<file path="src/rtl/tri_fetch_seq_if.sv">
// Reader request/response and downstream triangle stream for tri_fetch_seq.
// master = sequencer side; slave = reader plus intersector side.
interface tri_fetch_seq_if #(
  parameter int NDWORDS = 9
);
  localparam int BLOCKSZ = 32 * NDWORDS;

  logic [31:0]        tr_index;
  logic               tr_read;
  logic [BLOCKSZ-1:0] tr_data;
  logic               tr_ovalid;
  logic               tr_iready;

  logic [BLOCKSZ-1:0] tri_data;
  logic [31:0]        tri_id;
  logic               tri_last;
  logic               tri_valid;
  logic               tri_ready;

  modport master (
    output tr_index,
    output tr_read,
    input  tr_data,
    input  tr_ovalid,
    input  tr_iready,
    output tri_data,
    output tri_id,
    output tri_last,
    output tri_valid,
    input  tri_ready
  );

  modport slave (
    input  tr_index,
    input  tr_read,
    output tr_data,
    output tr_ovalid,
    output tr_iready,
    input  tri_data,
    input  tri_id,
    input  tri_last,
    input  tri_valid,
    output tri_ready
  );
endinterface

</file>
<file path="src/rtl/tri_fetch_seq.sv">
// Triangle sweep sequencer: walks 0..ntris-1 through the reader, streams blocks out.
// Define TRI_SEQ_STATS_EN to add the wait-cycle and handshake counters.
module tri_fetch_seq #(
  parameter int NDWORDS = 9
) (
  input  logic            clk,
  input  logic            reset_n,
  input  logic            start,
  input  logic [31:0]     ntris,
  output logic            busy,
  output logic            done,
`ifdef TRI_SEQ_STATS_EN
  output logic [31:0]     stat_wait_cycles,
  output logic [31:0]     stat_tris,
`endif
  tri_fetch_seq_if.master bus
);
  localparam int BLOCKSZ = 32 * NDWORDS;

  typedef enum logic [1:0] {
    IDLE,
    ISSUE,
    WAIT,
    HOLD
  } state_t;

  state_t state;
  state_t state_d;

  logic [31:0]        idx;
  logic [31:0]        last_idx;
  logic [31:0]        id_q;
  logic [BLOCKSZ-1:0] data_q;
  logic               last_q;
  logic               valid_q;
  logic               done_q;

  logic accept;
  logic capture;
  logic fire;
  logic rd;

  assign accept  = (state == IDLE) && start;
  assign capture = (state == WAIT) && bus.tr_ovalid;
  assign fire    = (state == HOLD) && bus.tri_ready;

  always_comb begin
    state_d = state;
    rd      = 1'b0;
    unique case (state)
      IDLE: begin
        if (start && (ntris != 32'd0)) state_d = ISSUE;
      end
      ISSUE: begin
        // ovalid here may belong to the previous index
        rd = bus.tr_iready;
        if (bus.tr_iready) state_d = WAIT;
      end
      WAIT: begin
        rd = 1'b1;
        if (bus.tr_ovalid) state_d = HOLD;
      end
      HOLD: begin
        if (bus.tri_ready) state_d = last_q ? IDLE : ISSUE;
      end
      default: state_d = IDLE;
    endcase
  end

  always_ff @(posedge clk or negedge reset_n) begin
    if (!reset_n) state <= IDLE;
    else          state <= state_d;
  end

  // termination by equality keeps ntris = 2^32-1 legal
  always_ff @(posedge clk or negedge reset_n) begin
    if (!reset_n) begin
      idx      <= '0;
      last_idx <= '0;
    end else if (accept && (ntris != 32'd0)) begin
      idx      <= '0;
      last_idx <= ntris - 32'd1;
    end else if (fire && !last_q) begin
      idx      <= idx + 32'd1;
    end
  end

  always_ff @(posedge clk or negedge reset_n) begin
    if (!reset_n) begin
      data_q  <= '0;
      id_q    <= '0;
      last_q  <= 1'b0;
      valid_q <= 1'b0;
    end else if (capture) begin
      data_q  <= bus.tr_data;
      id_q    <= idx;
      last_q  <= (idx == last_idx);
      valid_q <= 1'b1;
    end else if (fire) begin
      valid_q <= 1'b0;
    end
  end

  always_ff @(posedge clk or negedge reset_n) begin
    if (!reset_n) done_q <= 1'b0;
    else done_q <= (accept && (ntris == 32'd0))
                || (fire && last_q);
  end

`ifdef TRI_SEQ_STATS_EN
  logic [31:0] wait_cnt;
  logic [31:0] tris_cnt;

  always_ff @(posedge clk or negedge reset_n) begin
    if (!reset_n) begin
      wait_cnt <= '0;
      tris_cnt <= '0;
    end else if (accept) begin
      wait_cnt <= '0;
      tris_cnt <= '0;
    end else begin
      if ((state == WAIT) && (wait_cnt != '1))
        wait_cnt <= wait_cnt + 32'd1;
      if (fire && (tris_cnt != '1))
        tris_cnt <= tris_cnt + 32'd1;
    end
  end

  assign stat_wait_cycles = wait_cnt;
  assign stat_tris        = tris_cnt;
`endif

  assign busy          = (state != IDLE);
  assign done          = done_q;
  assign bus.tr_index  = idx;
  assign bus.tr_read   = rd;
  assign bus.tri_data  = data_q;
  assign bus.tri_id    = id_q;
  assign bus.tri_last  = last_q;
  assign bus.tri_valid = valid_q;
endmodule

</file>
<file path="src/flat_wrapper.sv">
// flat-port wrapper written by rule: the top's interface ports become plain ports
module tri_fetch_seq_flat 
#(
  parameter int NDWORDS = 9
)
  (clk, reset_n, start, ntris, busy, done, bus_tr_index, bus_tr_read, bus_tr_data, bus_tr_ovalid, bus_tr_iready, bus_tri_data, bus_tri_id, bus_tri_last, bus_tri_valid, bus_tri_ready);
  tri_fetch_seq_if #(.NDWORDS(NDWORDS)) bus_i ();
  input  logic clk;
  input  logic reset_n;
  input  logic start;
  input  logic [31:0] ntris;
  output logic busy;
  output logic done;
  output wire logic [$bits(bus_i.tr_index)-1:0] bus_tr_index;
  output wire logic [$bits(bus_i.tr_read)-1:0] bus_tr_read;
  input wire logic [$bits(bus_i.tr_data)-1:0] bus_tr_data;
  input wire logic [$bits(bus_i.tr_ovalid)-1:0] bus_tr_ovalid;
  input wire logic [$bits(bus_i.tr_iready)-1:0] bus_tr_iready;
  output wire logic [$bits(bus_i.tri_data)-1:0] bus_tri_data;
  output wire logic [$bits(bus_i.tri_id)-1:0] bus_tri_id;
  output wire logic [$bits(bus_i.tri_last)-1:0] bus_tri_last;
  output wire logic [$bits(bus_i.tri_valid)-1:0] bus_tri_valid;
  input wire logic [$bits(bus_i.tri_ready)-1:0] bus_tri_ready;
  assign bus_tr_index = bus_i.tr_index;
  assign bus_tr_read = bus_i.tr_read;
  assign bus_i.tr_data = bus_tr_data;
  assign bus_i.tr_ovalid = bus_tr_ovalid;
  assign bus_i.tr_iready = bus_tr_iready;
  assign bus_tri_data = bus_i.tri_data;
  assign bus_tri_id = bus_i.tri_id;
  assign bus_tri_last = bus_i.tri_last;
  assign bus_tri_valid = bus_i.tri_valid;
  assign bus_i.tri_ready = bus_tri_ready;
  tri_fetch_seq #(.NDWORDS(NDWORDS)) u_core (.clk(clk), .reset_n(reset_n), .start(start), .ntris(ntris), .busy(busy), .done(done), .bus(bus_i));
endmodule
</file>
<file path="config.mk">
export PLATFORM = sky130hd
export DESIGN_NAME = tri_fetch_seq_flat
export DESIGN_NICKNAME = d
export VERILOG_FILES = /design/src/rtl/tri_fetch_seq_if.sv /design/src/rtl/tri_fetch_seq.sv /design/src/flat_wrapper.sv
export SDC_FILE = /design/constraint.sdc
export NUM_CORES = 1
export LEC_CHECK = 0
export ABC_AREA = 1
export BUFFER_PORTS_ARGS = -buffer_cell sky130_fd_sc_hd__buf_2
export CAP_MARGIN = 30
export CORE_AREA = 5 5 265 267
export DETAILED_ROUTE_END_ITERATION = 10
export DIE_AREA = 0 0 270 272
export PLACE_DENSITY = 0.5
export SLEW_MARGIN = 15
export SYNTH_ARGS = -nofsm -noshare
export SYNTH_HDL_FRONTEND = slang
export SYNTH_SLANG_ARGS = --single-unit
</file>
<file path="constraint.sdc">
create_clock -name clk -period 2 [get_ports clk]
set_input_delay 0.1 -clock clk [delete_from_list [all_inputs] [get_ports clk]]
set_output_delay 0.1 -clock clk [all_outputs]
set_load 0.03 [all_outputs]
</file>
==> flow_metrics.env, run 1 <==
export IMPL_top_layer="met5"
export IMPL_yosys_area_top_type="dfrtp_1"
export IMPL_ios=683
export IMPL_cp_start_kind="flop"
export IMPL_async_flop_share_pct=100
export IMPL_required_ps=1900
export IMPL_place_gp_congestion=0.866
export IMPL_first_global_vias=15500
export IMPL_nNetsFinal=2797
export IMPL_wl_per_cell_um=20.1
export IMPL_outcome="finished clean"
export IMPL_wl_met1_um=25000
export IMPL_ys_flop_type="dfrtp_1"
export IMPL_hold_slack_ps=43.5
export IMPL_root_buffer="clkbuf_16"
export IMPL_crit_fanout=4
export IMPL_timing_final_crit_share_pct=94.6
export IMPL_maxCapViolCount=0
export IMPL_worstReg2RegStart="u_core.state[0]"
export IMPL_yosysTopAreaCellShare_pct=59.8
export IMPL_grt_max_degree=75
export IMPL_ys_seq_elements=389
export IMPL_cts_tree="yes"
export IMPL_synth_avg_cell_area_um2=11.7
export IMPL_min_period_ps=1890
export IMPL_hold_violations=0
export IMPL_routed_via_density=4.26
export IMPL_drive_gt1_share_pct=45.1
export IMPL_dr_pass1_iters=5
export IMPL_setup_tns_ps=0
export IMPL_ys_types=31
export IMPL_grt_pass1_wl_um=101000
export IMPL_dieHeight_um=272
export IMPL_power_density_mw_per_mm2=1560
export IMPL_h_tree_depth=2
export IMPL_crit_start="u_core.state[1]"
export IMPL_totalWireLength_um=68200
export IMPL_worstSetupPathType="reg2out"
export IMPL_arrival_ps=1790
export IMPL_dieArea_mm2=0.0734
export IMPL_wl_met3_um=5040
export IMPL_setup_viol=0
export IMPL_gr_usage_all_layers_pct=17.9
export IMPL_rsz0062_at_grt="false"
export IMPL_reg2reg_setup_slack_ps=150
export IMPL_synth_edf_count=0
export IMPL_synth_commonest_cells="389 x dfrtp_1, 290 x mux2_2, 241 x nand2_1"
export IMPL_p_leak_nw=12.7
export IMPL_synth_most_common_cell="dfrtp_1"
export IMPL_power_w=0.0408
export IMPL_gr_total_overflow=0
export IMPL_antenna_found_initial=9
export IMPL_clock_path_buffers=3
export IMPL_reg2reg_depth=6
export IMPL_dp_cells=2969
export IMPL_worstReg2RegEnd="u_core.bus.tri_data[133]"
export IMPL_synth_fp_nets=1721
export IMPL_fmax_mhz=529
export IMPL_synth_cells=1388
export IMPL_cts_sinks=389
export IMPL_die_w_um=270
export IMPL_wl_met2_um=34000
export IMPL_io_buffer_count=682
export IMPL_netlist_area_mm2=0.0163
export IMPL_ir_drop_v=0.000671
export IMPL_hpwl_um=53000
export IMPL_min_path_type="in2async"
export IMPL_drv_slew=0
export IMPL_drt_initial_drc_count=604
export IMPL_drc=0
export IMPL_cts_clk_slew_worst_paths_ps=60
export IMPL_slew_headroom_pct=70.0
export IMPL_initial_core_util_pct=24.0
export IMPL_utilization_pct=38.5
export IMPL_yosys_warnings=0
export IMPL_synth_yosys_seq_area_share_pct=59.8
export IMPL_clkLatencyLatePin_ps=570
export IMPL_cts_buffers=47
export IMPL_vias=14400
export IMPL_syn2layout_area_growth_pct=60.6
export IMPL_stdcell_count=3386
export IMPL_synthTopCellsByArea="dfrtp_1 60%, mux2_2 20%, nand2_1 5.6%, nor2_1 2.9%, inv_1 1.8%"
export IMPL_rows=96
export IMPL_end_kind="output port"
export IMPL_ant_nets=0
export IMPL_coreArea_mm2=0.0679
export IMPL_finClkSkew_ps=12.1
export IMPL_tightest_slew_ps=450
-- sequential cells by signal, indices dropped and copies added, names as in the netlist --
signal and cells:
u_core.bus.tri_id 32, u_core.bus.tr_index 32, u_core.bus.tri_data 288, u_core.state 2
u_core.last_idx 32, u_core.done 1, u_core.bus.tri_valid 1, u_core.bus.tri_last 1
-- area by class of cell --
cell class / count / area (um2)
antenna: 6 / 15.0
clock buffer: 68 / 1360
clock inverter: 15 / 181
fill: 6616 / 41700
inverter: 82 / 308
multi-input combinational: 867 / 5990
sequential: 389 / 9730
tap: 882 / 1100
timing repair buffer: 1077 / 7430
-- critical path: stages (launching register included) --
cell and delay (ps):
dfrtp_1 350, buf_4 130, inv_1 70, ha_1 300
inv_1 50, nor2_1 110, buf_2 220
-- placed cells by master (no fill, tap or decap), types with 2 or more instances in the layout --
| cell | Yosys | final |
|---|---|---|
| a21oi_1 | 9 | 9 |
| and2_1 | 2 | 2 |
| buf_12 | 0 | 18 |
| buf_2 | 33 | 681 |
| buf_4 | 2 | 49 |
| bufinv_16 | 0 | 3 |
| clkbuf_1 | 12 | 11 |
| clkbuf_16 | 0 | 47 |
| clkbuf_8 | 0 | 10 |
| clkinv_2 | 0 | 6 |
| clkinvlp_4 | 0 | 2 |
| dfrtp_1 | 389 | 389 |
| diode_2 | 0 | 6 |
| dlygate4sd3_1 | 0 | 328 |
| ha_1 | 7 | 7 |
| inv_1 | 80 | 80 |
| inv_2 | 2 | 2 |
| inv_6 | 0 | 2 |
| mux2_2 | 290 | 290 |
| nand2_1 | 241 | 239 |
| nand2_2 | 1 | 2 |
| nand3_1 | 34 | 34 |
| nand3b_1 | 3 | 3 |
| nand4_1 | 11 | 11 |
| nor2_1 | 126 | 123 |
| nor2_2 | 6 | 8 |
| nor3_1 | 19 | 19 |
| nor3b_1 | 2 | 2 |
| o21ai_0 | 58 | 58 |
| o21ai_1 | 3 | 3 |
| o21bai_1 | 2 | 2 |
| o22ai_1 | 4 | 4 |
| xnor2_1 | 13 | 13 |
| xor2_1 | 31 | 31 |
-- power by group --
group | internal (W) | switching [W]
Sequential | 0.0114 | 0.00186
Clock | 0.00510 | 0.00349
Combinational | 0.00671 | 0.0122
Total | 0.0232 | 0.0176
-- per-stage QoR --
step           setup slack [ps]  instance area, um2
6_report                    108               26100
5_1_grt                    5.81               26100
4_1_cts                    53.5               26100
3_5_place_dp               62.8               21300
3_3_place_gp               99.6               21300
2_1_floorplan               166               16300
-- per-layer routing --
layer	vias up	track usage [%]
li1	6765	-
met1	7008	19.4
met3	142	5.97
met4	4	9.02
met5	-	0
met2	503	31.2
-- cell families (layout without fill, tap and decap cells) --
logic type	Yosys count	in the layout	share of synthesized area (%)
adder cells (fa/ha/maj)	7	7	0.538
flip-flops	389	389	59.8
XOR/XNOR	44	44	2.37
buffers and inverters	132	1242	3.48
other	0	6	0
AND/OR/NAND/NOR	447	447	11.2
multiplexers	290	290	20.1
AO/OA/AOI/OAI	79	79	2.54
-- how the worst max path moves through the flow --
stage	to	slack [ps]	cells past startpoint
after floorplan	u_core.bus.tri_data[100]	170	7
after global placement	u_core.bus.tr_index[20]	100	11
after detailed placement	u_core.bus.tr_index[20]	60	11
after CTS	u_core.bus.tr_index[20]	50	11
after global routing	bus_tr_read	6	6
final	bus_tr_read	110	6
-- timing repair --
action,4_1_cts,5_1_grt
buffers inserted,0,0
hold buffers,328,0
resized for setup,0,5
hold endpoints to repair,659,0
setup endpoints to repair,0,8
(Power assumes the default switching activity.)
==> run 2, diff against run 1 <==
--- a/config.mk
+++ b/config.mk
@@ -11,6 +11,7 @@
 export CORE_AREA = 5 5 265 267
 export DETAILED_ROUTE_END_ITERATION = 10
 export DIE_AREA = 0 0 270 272
+export MAX_ROUTING_LAYER = met4
 export PLACE_DENSITY = 0.5
 export SLEW_MARGIN = 15
 export SYNTH_ARGS = -nofsm -noshare
==> constraint.sdc (replaced) <==
create_clock -name clk -period 1.7 [get_ports clk]
set_input_delay 0.085 -clock clk [delete_from_list [all_inputs] [get_ports clk]]
set_output_delay 0.085 -clock clk [all_outputs]
set_load 0.03 [all_outputs]
==> run 2 against run 1 <==
Net effect:
- the run now ends with setup timing left
- non-clock buffer count grew 84
- via count rose by 3.0%
- cell count increased by 2.8%
- die area did not move
- register-to-register slack got worse by 290 ps
- utilization is 2.7 points higher
- critical path depth rose by 1
- combinational power is 28% higher
- sequential share of layout area decreased by 2.5 points
- hold slack improved by 29 ps
- clock skew up 2.4 ps
- largest power group unchanged
==> flow_metrics.env, run 2 (synthesis gave the netlist of run 1 again) <==
export IMPL_ff_latch_area_mm2=0.00974
export IMPL_drv_slew=0
export IMPL_hold_violations=0
export IMPL_final_cell_mix="680 x buf_2, 387 x dfrtp_1, 325 x dlygate4sd3_1"
export IMPL_place_area_mm2=0.0217
export IMPL_finClkSkew_ps=14.4
export IMPL_power_density_mw_per_mm2=1810
export IMPL_utilization_pct=41.2
export IMPL_rsz0062_at_grt="true"
export IMPL_violations="setup timing"
export IMPL_fmax_mhz=532
export IMPL_ant_nets=0
export IMPL_io_buffer_count=682
export IMPL_min_path_type="in2reg"
export IMPL_h_tree_depth=2
export IMPL_maxCapViolCount=0
export IMPL_min_to="u_core.state[1]"
export IMPL_outcome="finished with violations"
export IMPL_syn2layout_area_growth_pct=71.9
export IMPL_wl_per_cell_um=20.6
export IMPL_drt_initial_drc_count=580
export IMPL_multiInputGateArea_mm2=0.00641
export IMPL_grt_pass1_wl_um=102000
export IMPL_worstReg2RegEnd="u_core.bus.tr_index[15]"
export IMPL_place_gp_congestion=0.921
export IMPL_dieArea_mm2=0.0734
export IMPL_tightest_slew_ps=556
export IMPL_worstSetupPathType="reg2out"
export IMPL_coreArea_mm2=0.0679
export IMPL_routed_via_density=4.27
export IMPL_timing_final_crit_share_pct=111
export IMPL_dieHeight_um=272
export IMPL_slew_headroom_pct=62.9
export IMPL_ios=683
export IMPL_largest_register_ff_count=288
export IMPL_setup_viol=181
export IMPL_setup_slack_ps=-180
export IMPL_nNetsFinal=2881
export IMPL_cts_sinks=389
export IMPL_hpwl_um=52800
export IMPL_power_w=0.0506
export IMPL_p_leak_nw=13.7
export IMPL_end_kind="output port"
export IMPL_hp_start="bus_tr_iready"
export IMPL_first_global_vias=15800
export IMPL_grt_max_degree=65
export IMPL_antenna_found_initial=17
export IMPL_cts_tree="yes"
export IMPL_hold_path_depth=5
export IMPL_final_area_mm2=0.0280
export IMPL_cp_start_kind="flop"
export IMPL_gr_usage_all_layers_pct=18.6
export IMPL_crit_fanout=2
export IMPL_reg2reg_setup_slack_ps=-140
export IMPL_clkLatencyLatePin_ps=570
export IMPL_reg2reg_depth=14
export IMPL_gr_total_overflow=0
export IMPL_worstReg2RegStart="u_core.state[0]"
export IMPL_clock_path_buffers=3
export IMPL_cts_buffers=46
export IMPL_rows=96
export IMPL_required_ps=1620
export IMPL_n_fill_cell=6434
export IMPL_totalWireLength_um=71900
export IMPL_drc=0
export IMPL_vias=14900
export IMPL_arrival_ps=1790
export IMPL_cts_clk_slew_worst_paths_ps=50
export IMPL_dr_pass1_iters=5
export IMPL_drive_gt1_share_pct=48.9
export IMPL_die_w_um=270
export IMPL_min_period_ps=1880
export IMPL_root_buffer="clkbuf_16"
export IMPL_final_common_cell="buf_2"
export IMPL_ir_drop_v=0.000718
export IMPL_initial_core_util_pct=24.0
-- run 2: changes by cell type in the layout (fill, tap and decap cells not counted), moves of 11 or more --
cell,delta
nor2_4,+11
mux2_4,+36
buf_4,+27
o21ai_0,-13
clkbuf_16,+24
buf_6,+25
nor2_1,-14
mux2_2,-36
-- run 2: layout make-up --
| cell class | instances | area share (%) |
|---|---|---|
| Sequential cell | 389 | 34.8 |
| Clock inverter | 12 | 0.693 |
| Tap cell | 882 | 3.94 |
| Clock buffer | 72 | 5.12 |
| Multi-Input combinational cell | 868 | 22.9 |
| Timing Repair Buffer | 1161 | 31.2 |
| Antenna cell | 16 | 0.143 |
| Inverter | 82 | 1.12 |
-- run 2: per-stage QoR --
stage	hold slack (ps)	TNS [ps]	cells	setup slack (ps)
2_1_floorplan	-211	0	1388	2.89
3_3_place_gp	-18.0	-13230	3017	-160
3_5_place_dp	-19.3	-21040	3017	-161
4_1_cts	15.2	-3320	3436	-245
5_1_grt	69.8	-21870	3482	-266
6_report	72.8	-3580	3482	-180
-- run 2: worst max path at each step --
stage                     from  slack, ps  cells past startpoint                        to
2_1_floorplan  u_core.state[0]          3                      7  u_core.bus.tri_data[107]
3_3_place_gp   u_core.state[0]       -160                     12   u_core.bus.tr_index[17]
3_5_place_dp   u_core.state[0]       -160                     10   u_core.bus.tr_index[18]
4_1_cts        u_core.state[0]       -240                      7               bus_tr_read
5_1_grt        u_core.state[0]       -270                      7               bus_tr_read
6_report       u_core.state[0]       -180                      7               bus_tr_read
-- run 2: timing repair --
action | CTS | global route
hold buffers | 326 | 0
buffers inserted | 9 | 3
gates cloned | 1 | 28
pin swaps | 9 | 14
gates resized for setup | 56 | 114
hold endpoints to repair | 602 | 0
endpoints found under the setup margin | 324 | 242
-- run 2: worst max-delay path, stage by stage, from the launching register on --
cell and delay [ps]:
dfrtp_1 360, buf_6 120, inv_4 40, buf_6 110, ha_4 260, inv_2 40, nor2_4 160, buf_6 160
-- run 2: per-layer routing --
metal / GRT usage [%] / vias up / part of all wire (%)
met5: - / - / 0
met4: 9.00 / 0 / 5.4
met3: 5.45 / 160 / 6.3
met2: 30.6 / 528 / 48
met1: 20.9 / 7212 / 40
li1: - / 6953 / -
-- run 2: report_power, final --
group          total, W  internal [W]  switching, W
clock            0.0106       0.00653       0.00405
combinational    0.0244       0.00947        0.0149
sequential       0.0157        0.0135       0.00222
==> run 3, diff against run 2 <==
==> constraint.sdc (replaced) <==
create_clock -name clk -period 1.55 [get_ports clk]
set_input_delay 0.0775 -clock clk [delete_from_list [all_inputs] [get_ports clk]]
set_output_delay 0.0775 -clock clk [all_outputs]
set_load 0.03 [all_outputs]
==> run 3 against run 2 <==
Net effect:
- the flow still finishes with violations (setup timing)
- sequential power rose by 12%
- first-iteration DRC count up 9.5%
- critical path depth decreased by 1
- critical path type is now reg2reg
- die area is the same
- power grew 14%
- largest cell class unchanged
- design area is 5.8% higher
- hold slack gained 3.7 ps
- clock power is essentially flat
- global-route usage up 1.0 points
- clock skew is 0.91 ps lower
==> flow_metrics.env, run 3 (synthesis gave the netlist of run 1 again) <==
export IMPL_grt_pass1_wl_um=108000
export IMPL_drc=0
export IMPL_min_path_type="in2reg"
export IMPL_fmax_mhz=549
export IMPL_largest_register_ff_count=288
export IMPL_hold_violations=0
export IMPL_grt_max_degree=63
export IMPL_antenna_found_initial=10
export IMPL_tightest_slew_ps=655
export IMPL_ir_drop_v=0.000760
export IMPL_required_ps=1990
export IMPL_outcome="finished with violations"
export IMPL_critPathSlowestCell="dfrtp_1"
export IMPL_gr_total_overflow=0
export IMPL_p_leak_nw=15.1
export IMPL_drt_initial_drc_count=635
export IMPL_coreArea_mm2=0.0679
export IMPL_dieArea_mm2=0.0734
export IMPL_cpMostUsedCell="buf_6"
export IMPL_stdcell_count=3566
export IMPL_dr_pass1_iters=5
export IMPL_clkLatencyLatePin_ps=570
export IMPL_slew_headroom_pct=56.0
export IMPL_min_period_ps=1820
export IMPL_crit_fanout=11
export IMPL_violations="setup timing"
export IMPL_arrival_ps=2260
export IMPL_dieHeight_um=272
export IMPL_rsz0062_at_grt="true"
export IMPL_end_kind="flop"
export IMPL_setup_slack_ps=-273
export IMPL_die_w_um=270
export IMPL_dp_cells=3080
export IMPL_final_cell_mix="678 x buf_2, 385 x dfrtp_1, 325 x dlygate4sd3_1"
export IMPL_io_buffer_count=682
export IMPL_wl_per_cell_um=21.0
export IMPL_path_cells="buf_6 > ha_4 > nand2_8 > buf_6 > bufbuf_16 > mux2_2"
export IMPL_utilization_pct=43.6
export IMPL_drv_slew=0
export IMPL_timing_final_crit_share_pct=118
export IMPL_cts_tree="yes"
export IMPL_power_w=0.0578
export IMPL_setup_viol=363
export IMPL_clock_path_buffers=3
export IMPL_syn2layout_area_growth_pct=81.8
export IMPL_nNetsFinal=2971
export IMPL_ant_nets=0
export IMPL_finClkSkew_ps=13.5
export IMPL_cts_sinks=389
export IMPL_root_buffer="clkbuf_16"
export IMPL_gr_usage_all_layers_pct=19.6
export IMPL_maxCapViolCount=0
export IMPL_vias=15400
export IMPL_h_tree_depth=2
export IMPL_place_gp_congestion=0.876
export IMPL_place_area_mm2=0.0224
export IMPL_ios=683
export IMPL_totalWireLength_um=75100
export IMPL_hold_slack_ps=76.5
export IMPL_cts_clk_slew_worst_paths_ps=60
export IMPL_power_density_mw_per_mm2=1950
export IMPL_rows=96
export IMPL_first_global_vias=16800
export IMPL_final_common_cell="buf_2"
export IMPL_final_area_mm2=0.0296
export IMPL_worstSetupPathType="reg2reg"
export IMPL_cts_buffers=47
export IMPL_drive_gt1_share_pct=51.7
export IMPL_cp_start_kind="flop"
export IMPL_hpwl_um=53200
export IMPL_routed_via_density=4.33
export IMPL_initial_core_util_pct=24.0
export IMPL_slowest_delay_ps=410
-- run 3: path summary, 6_finish.rpt --
path	startpoint	endpoint	slack [ps]	depth (start not counted)
max in group asynchronous	reset_n	u_core.bus.tri_data[223]	380	5
min in group asynchronous	reset_n	u_core.bus.tri_data[34]	500	3
max	u_core.state[1]	u_core.bus.tri_data[262]	-270	6
max reg2reg	u_core.state[1]	u_core.bus.tri_data[262]	-270	6
min	bus_tr_iready	u_core.state[1]	80	5
min reg2reg	u_core.bus.tri_id[26]	u_core.bus.tri_id[26]	480	2
-- run 3: through the flow --
step | worst slack, ps | setup TNS, ps
floorplan | -24.3 | -3310
CTS | -260 | -54620
global route | -351 | -80130
global placement | -266 | -59760
finish | -273 | -59790
detailed placement | -290 | -73750
-- run 3: area by class of cell --
cell class | instances | area, um2
Timing Repair Buffer | 1251 | 9680
Multi-Input combinational cell | 867 | 7220
Fill cell | 6288 | 38300
Clock buffer | 70 | 1360
Sequential cell | 389 | 9740
Clock inverter | 14 | 141
Tap cell | 882 | 1100
Antenna cell | 11 | 27.5
Inverter | 82 | 310
-- run 3: worst max-delay path: cells and delay by family, from the launching register on --
kind	cells	cell delay, ps
fa+ha+maj	1	170
buf+inv	3	650
flops	1	410
mux	1	340
simple gates	1	120
-- run 3: power by group --
group	switching (W)	leakage, nW	internal, W
clock network	0.00449	0.741	0.00641
logic	0.0169	9.64	0.0124
registers	0.00280	4.75	0.0148
-- run 3: repair_timing --
action                                  in CTS  in global routing
hold buffers                               326                  0
buffers inserted                            31                 12
resized for setup                          237                131
cloned                                      17                  9
pin swaps                                   17                 34
hold endpoints to repair                   713                  0
endpoints found under the setup margin     371                373
-- run 3: routing by layer --
metal | global-route usage, % | vias to the layer above | wire length [um] | share of wire [%]
li1 | - | 7122 | - | -
met1 | 21.5 | 7666 | 28400 | 38
met2 | 33.7 | 506 | 38300 | 51
met3 | 5.85 | 132 | 5120 | 6.8
met4 | 7.51 | 0 | 3200 | 4.3
met5 | - | - | 0 | 0
